==> src/rtl/cla_pkg.sv <==
// rtl/cla_pkg.sv - shared constants for the 16-bit carry-lookahead adder
//
// Purpose: holds the datapath width and the lookahead group size so that
// cla16 and cla4 agree on how the word is split into groups.
// Ports: none (package).
package cla_pkg;

  localparam int WIDTH   = 16;
  localparam int GROUP   = 4;
  localparam int NGROUPS = WIDTH / GROUP;

endpackage

==> src/rtl/cla4.sv <==
// rtl/cla4.sv - 4-bit carry-lookahead group with group generate/propagate
//
// Purpose: computes a 4-bit sum with all internal carries derived directly
// from ci and the per-bit generate/propagate terms (no ripple), and exports
// the group generate/propagate for the second-level lookahead.
// Ports:
//   a, b  in  [3:0]  group slices of the addends
//   ci    in  1      carry into bit 0 of the group
//   s     out [3:0]  group sum
//   gg    out 1      group generate (group produces a carry by itself)
//   gp    out 1      group propagate (group passes ci through unchanged)
module cla4
  import cla_pkg::*;
(
  input  logic [GROUP-1:0] a,
  input  logic [GROUP-1:0] b,
  input  logic             ci,
  output logic [GROUP-1:0] s,
  output logic             gg,
  output logic             gp
);

  logic [GROUP-1:0] g;
  logic [GROUP-1:0] p;
  logic [GROUP-1:0] c;

  assign g = a & b;
  assign p = a ^ b;

  // Each carry is a flat sum-of-products of ci and lower g/p terms.
  assign c[0] = ci;
  assign c[1] = g[0] | (p[0] & ci);
  assign c[2] = g[1] | (p[1] & g[0]) | (p[1] & p[0] & ci);
  assign c[3] = g[2] | (p[2] & g[1]) | (p[2] & p[1] & g[0])
              | (p[2] & p[1] & p[0] & ci);

  assign s  = p ^ c;

  assign gg = g[3] | (p[3] & g[2]) | (p[3] & p[2] & g[1])
            | (p[3] & p[2] & p[1] & g[0]);
  assign gp = &p;

endmodule

==> src/rtl/cla16.sv <==
// rtl/cla16.sv - 16-bit two-level carry-lookahead adder with registered result
//
// Purpose: {Cout,S} = A + B + Cin, sampled when in_valid is high and
// presented one cycle later with a single-cycle out_valid pulse.
// Four cla4 groups are tied together by an inline second-level lookahead
// so no carry ripples between groups.
// Ports:
//   clk        in   1   rising-edge clock
//   rst_n      in   1   asynchronous active-low reset
//   A, B       in   16  unsigned addends
//   Cin        in   1   carry into bit 0
//   in_valid   in   1   sample A/B/Cin on this edge
//   S          out  16  registered sum
//   Cout       out  1   registered carry out of bit 15
//   out_valid  out  1   S/Cout hold a fresh result this cycle
module cla16
  import cla_pkg::*;
(
  input  logic             clk,
  input  logic             rst_n,
  input  logic [WIDTH-1:0] A,
  input  logic [WIDTH-1:0] B,
  input  logic             Cin,
  input  logic             in_valid,
  output logic [WIDTH-1:0] S,
  output logic             Cout,
  output logic             out_valid
);

  logic [NGROUPS-1:0] gg;
  logic [NGROUPS-1:0] gp;
  logic [NGROUPS:0]   gc;   // gc[k] = carry into group k; gc[4] = c16
  logic [WIDTH-1:0]   sum;

  for (genvar k = 0; k < NGROUPS; k++) begin : g_grp
    cla4 u_cla4 (
      .a  (A[k*GROUP +: GROUP]),
      .b  (B[k*GROUP +: GROUP]),
      .ci (gc[k]),
      .s  (sum[k*GROUP +: GROUP]),
      .gg (gg[k]),
      .gp (gp[k])
    );
  end

  // Second-level lookahead: every group carry comes straight from Cin and
  // the group G/P terms, so c16 does not wait on c4/c8/c12.
  assign gc[0] = Cin;
  assign gc[1] = gg[0] | (gp[0] & Cin);
  assign gc[2] = gg[1] | (gp[1] & gg[0]) | (gp[1] & gp[0] & Cin);
  assign gc[3] = gg[2] | (gp[2] & gg[1]) | (gp[2] & gp[1] & gg[0])
               | (gp[2] & gp[1] & gp[0] & Cin);
  assign gc[4] = gg[3] | (gp[3] & gg[2]) | (gp[3] & gp[2] & gg[1])
               | (gp[3] & gp[2] & gp[1] & gg[0])
               | (gp[3] & gp[2] & gp[1] & gp[0] & Cin);

  // S/Cout only load on a valid sample and otherwise hold their last value.
  always_ff @(posedge clk or negedge rst_n) begin
    if (!rst_n) begin
      S         <= '0;
      Cout      <= 1'b0;
      out_valid <= 1'b0;
    end else begin
      out_valid <= in_valid;
      if (in_valid) begin
        S    <= sum;
        Cout <= gc[NGROUPS];
      end
    end
  end

endmodule

==> config.mk <==
export PLATFORM = sky130hd
export DESIGN_NAME = cla16
export DESIGN_NICKNAME = d
export VERILOG_FILES = /design/src/rtl/cla_pkg.sv /design/src/rtl/cla4.sv /design/src/rtl/cla16.sv
export SDC_FILE = /design/constraint.sdc
export NUM_CORES = 1
export LEC_CHECK = 0
export ABC_CLOCK_PERIOD_IN_PS = 1000
export CORE_AREA = 4 4 66 62
export DETAILED_ROUTE_END_ITERATION = 7
export DIE_AREA = 0 0 70 66
export GPL_TIMING_DRIVEN = 1
export PLACE_DENSITY = 0.86
export SLEW_MARGIN = 20
export SYNTH_ARGS = -nofsm -noshare
export SYNTH_HDL_FRONTEND = slang
export SYNTH_HIERARCHICAL = 1
export SYNTH_SLANG_ARGS = --single-unit
==> constraint.sdc <==
create_clock -name clk -period 1 [get_ports clk]
set_input_delay 0.2 -clock clk [delete_from_list [all_inputs] [get_ports clk]]
set_output_delay 0.2 -clock clk [all_outputs]
set_load 0.02 [all_outputs]
==> out/metrics.cfg <==
[logic_synthesis]
synth_compound_area_share_pct = 10.8
synth-xor-area-share_pct = 7.29
ys_seq_area_share_pct = 31.3
syn_area_sq_um = 1440
syn-num-nets = 193
syn_inst = 133
synthMuxAreaShare_pct = 12.5
yosys_warnings = 6
async_reset_ff_share_pct = 100
synth_commonest_cells = 20 x ha_1, 18 x dfrtp_1, 17 x inv_1, 16 x mux2_2, 10 x a21o_1
synth_seq_cells = 18
synth_fa_ha_area_share_pct = 22.9
synthSimpleGateAreaFrac_pct = 9.29
synth-edff-count = 0
synth_most_common_cell = ha_1
synth_flop_cell = dfrtp_1
synthTopCellsByArea = dfrtp_1 31%, ha_1 17%, mux2_2 13%
synth_top_cell_by_area = dfrtp_1
avgSynthCellArea_sq_um = 10.8
synth_top_area_share_pct = 31.3
synth_cell_types = 20
synth_top_family_by_area = adder cells

[critical_path]
critPathMostFrequentCell = a21o_1
cp-start-kind = primary input
r2r_slack_ps = 10
worstPathCellList = buf_6 -> ha_4 -> a21oi_2 -> nand2_1 -> a21o_1 -> a21o_1 -> a21o_1 -> a21o_2 -> a21o_1 -> a21oi_2 -> xnor2_1 -> mux2_4
critPathMaxStageDelay_ps = 250
regToRegEndpoint = Cout
path_max_fanout = 4
crit_required_ps = 1150
critPathCaptureType = flip-flop
cp_num_buf_inv = 1
timing.rr.start = Cout
slowest_stage = ha_4
rr_worst_depth = 2
cp_data_arrival_time_ps = 2200
critPathTopFamily = compound AO/OA/AOI/OAI gates
setup.worst_path.class = primary input to flip-flop
cp_num_cells = 12

[timing]
hold_viol = 0
fin_skew_ps = 0
post-route-period-util_pct = 205
period_minus_slack_ps = 2050
tightest_slew_ps = 197
setup_viol = 25
setup_tns_ps = -12340
setup_ws_ps = -1050
finalHoldWorstSlack_ps = 278
grt_setup_unrepaired = yes
slew-limit-headroom_pct = 86.9
fmax_ghz = 0.488
slew_viol_final = 0

[die]
core_area_sq_um = 3350
fp.dieW_um = 70
floorplan.rows = 20
die_area_sq_um = 4620
start_util_pct = 43.0
io-pin-count = 54
die_h_um = 66

[global_routing]
grtUsageTotal_pct = 22.1
grt-ovfl-total = 0
grt_pass1_wl_um = 7860
grt_max_degree = 19
grt_pass1_vias = 1638
antenna_found_initial = 0

[run_status]
run_status = finished with violations
violations = setup timing

[drt]
route.vias.total = 1459
drc = 0
drt-initial-drc-count = 55
wl_per_cell_um = 19.0
drt_wl_total_um = 5310
drt_pass1_iterations = 4
ant_nets = 0
via_per_inst = 5.21

[finish]
syn_to_final_growth_pct = 85.4
layout-drive-gt1-share_pct = 56.8
insertedDiodeCount = 0
fill_cells = 204
fin_util_pct = 79.7
layout.nets = 297
regArea_sq_um = 450
multiInputGateArea_sq_um = 1120
post_layout_nonfiller_instances = 280

[clocking]
cts_buffers = 3
path_clk_slew_ps = 70
cts_sinks = 18
cts_buffer_depth = 2
hold_buffers = 0
root_buffer = clkbuf_8
cts_tree = done
clk_latency_ps = 260
htreeDepth = 1

[pwr]
p_total_uw = 3680
ir_worst_vdd_mv = 1.13
cellLeakagePower_uw = 0.00133
p_per_area_nw_per_um2 = 1380

[hold_path]
hp-class = primary input to asynchronous set/reset pin

[flow_run]
drv_cap = 0

[place]
place_congestion = 0.835
dp_cells = 256
hpwlAfterDp_um = 3170
port-buffer-count = 53

==> state kept, by name, summed over array words and instances, names as in the netlist <==
name and cells:
out_valid 1, Cout 1, S 16
==> layout by cell type, fill, tap and decap left out, types with 7 or more instances in the layout <==
cell             count
buf_6               32
buf_4               37
ha_4                11
dlygate4sd2_1       11
clkdlybuf4s50_1      9
mux2_2               9
xnor2_1              8
dfrtp_1             18
ha_1                 9
inv_1               12
mux2_4               7
a21o_1              10
==> final cells by class <==
cell class / count / share of cell area (%)
clock buffer: 4 / 2.06
inverter: 17 / 2.67
multi-input combinational: 96 / 41.9
sequential: 18 / 16.9
tap: 44 / 2.06
timing repair buffer: 101 / 34.4
==> where the power goes <==
part	internal, uW	leakage [uW]	switching [uW]
registers	906	0.000210	142
clock network	351	0.0000288	272
logic	1160	0.00109	854
==> routing by layer <==
layer / up-vias / part of all wire [%] / GRT usage [%]
met3: 17 / 5.2 / 5.47
met5: - / 0 / 0
met2: 58 / 53 / 42.0
met1: 716 / 38 / 22.9
met4: 0 / 3.8 / 10.3
li1: 668 / - / -
==> cell families (layout without fill, tap and decap cells) <==
kind of cell | count (synthesis) | count (layout)
adders and majority gates | 24 | 24
buffers and inverters | 19 | 122
xor gates and xnor gates | 12 | 12
DFF | 18 | 18
AOI/OAI and AO/OA | 21 | 21
muxes | 16 | 16
and+or+nand+nor | 23 | 23
==> repair_timing <==
item	4_1_cts	5_1_grt
buffers inserted	13	7
cloned	1	0
setup endpoints to repair	35	34
gates resized for setup	201	15
pin swaps	29	13
==> worst max-delay path by stage <==
| stage | start | endpoint | slack (ps) |
|---|---|---|---|
| final | B[2] | S[14] | -1050 |
| after global placement | A[2] | S[14] | -1550 |
| after global routing | B[2] | S[10] | -1090 |
| after detailed placement | A[0] | S[12] | -1690 |
| after floorplan | A[2] | S[14] | -1060 |
| after CTS | B[2] | S[12] | -1000 |
==> metrics by stage <==
step,cell area [sq um],setup WS (ps)
2_1_floorplan,1520,-1060
3_3_place_gp,2300,-1550
3_5_place_dp,2300,-1690
4_1_cts,2580,-1000
5_1_grt,2670,-1090
6_report,2670,-1050
==> worst reg2reg max path: cells and delay by family (launching register included) <==
family,cells,cell delay (ps)
flops,1,420
compound gates,1,240
simple gates,1,220
No activity file was read; power rests on OpenSTA's default activity.
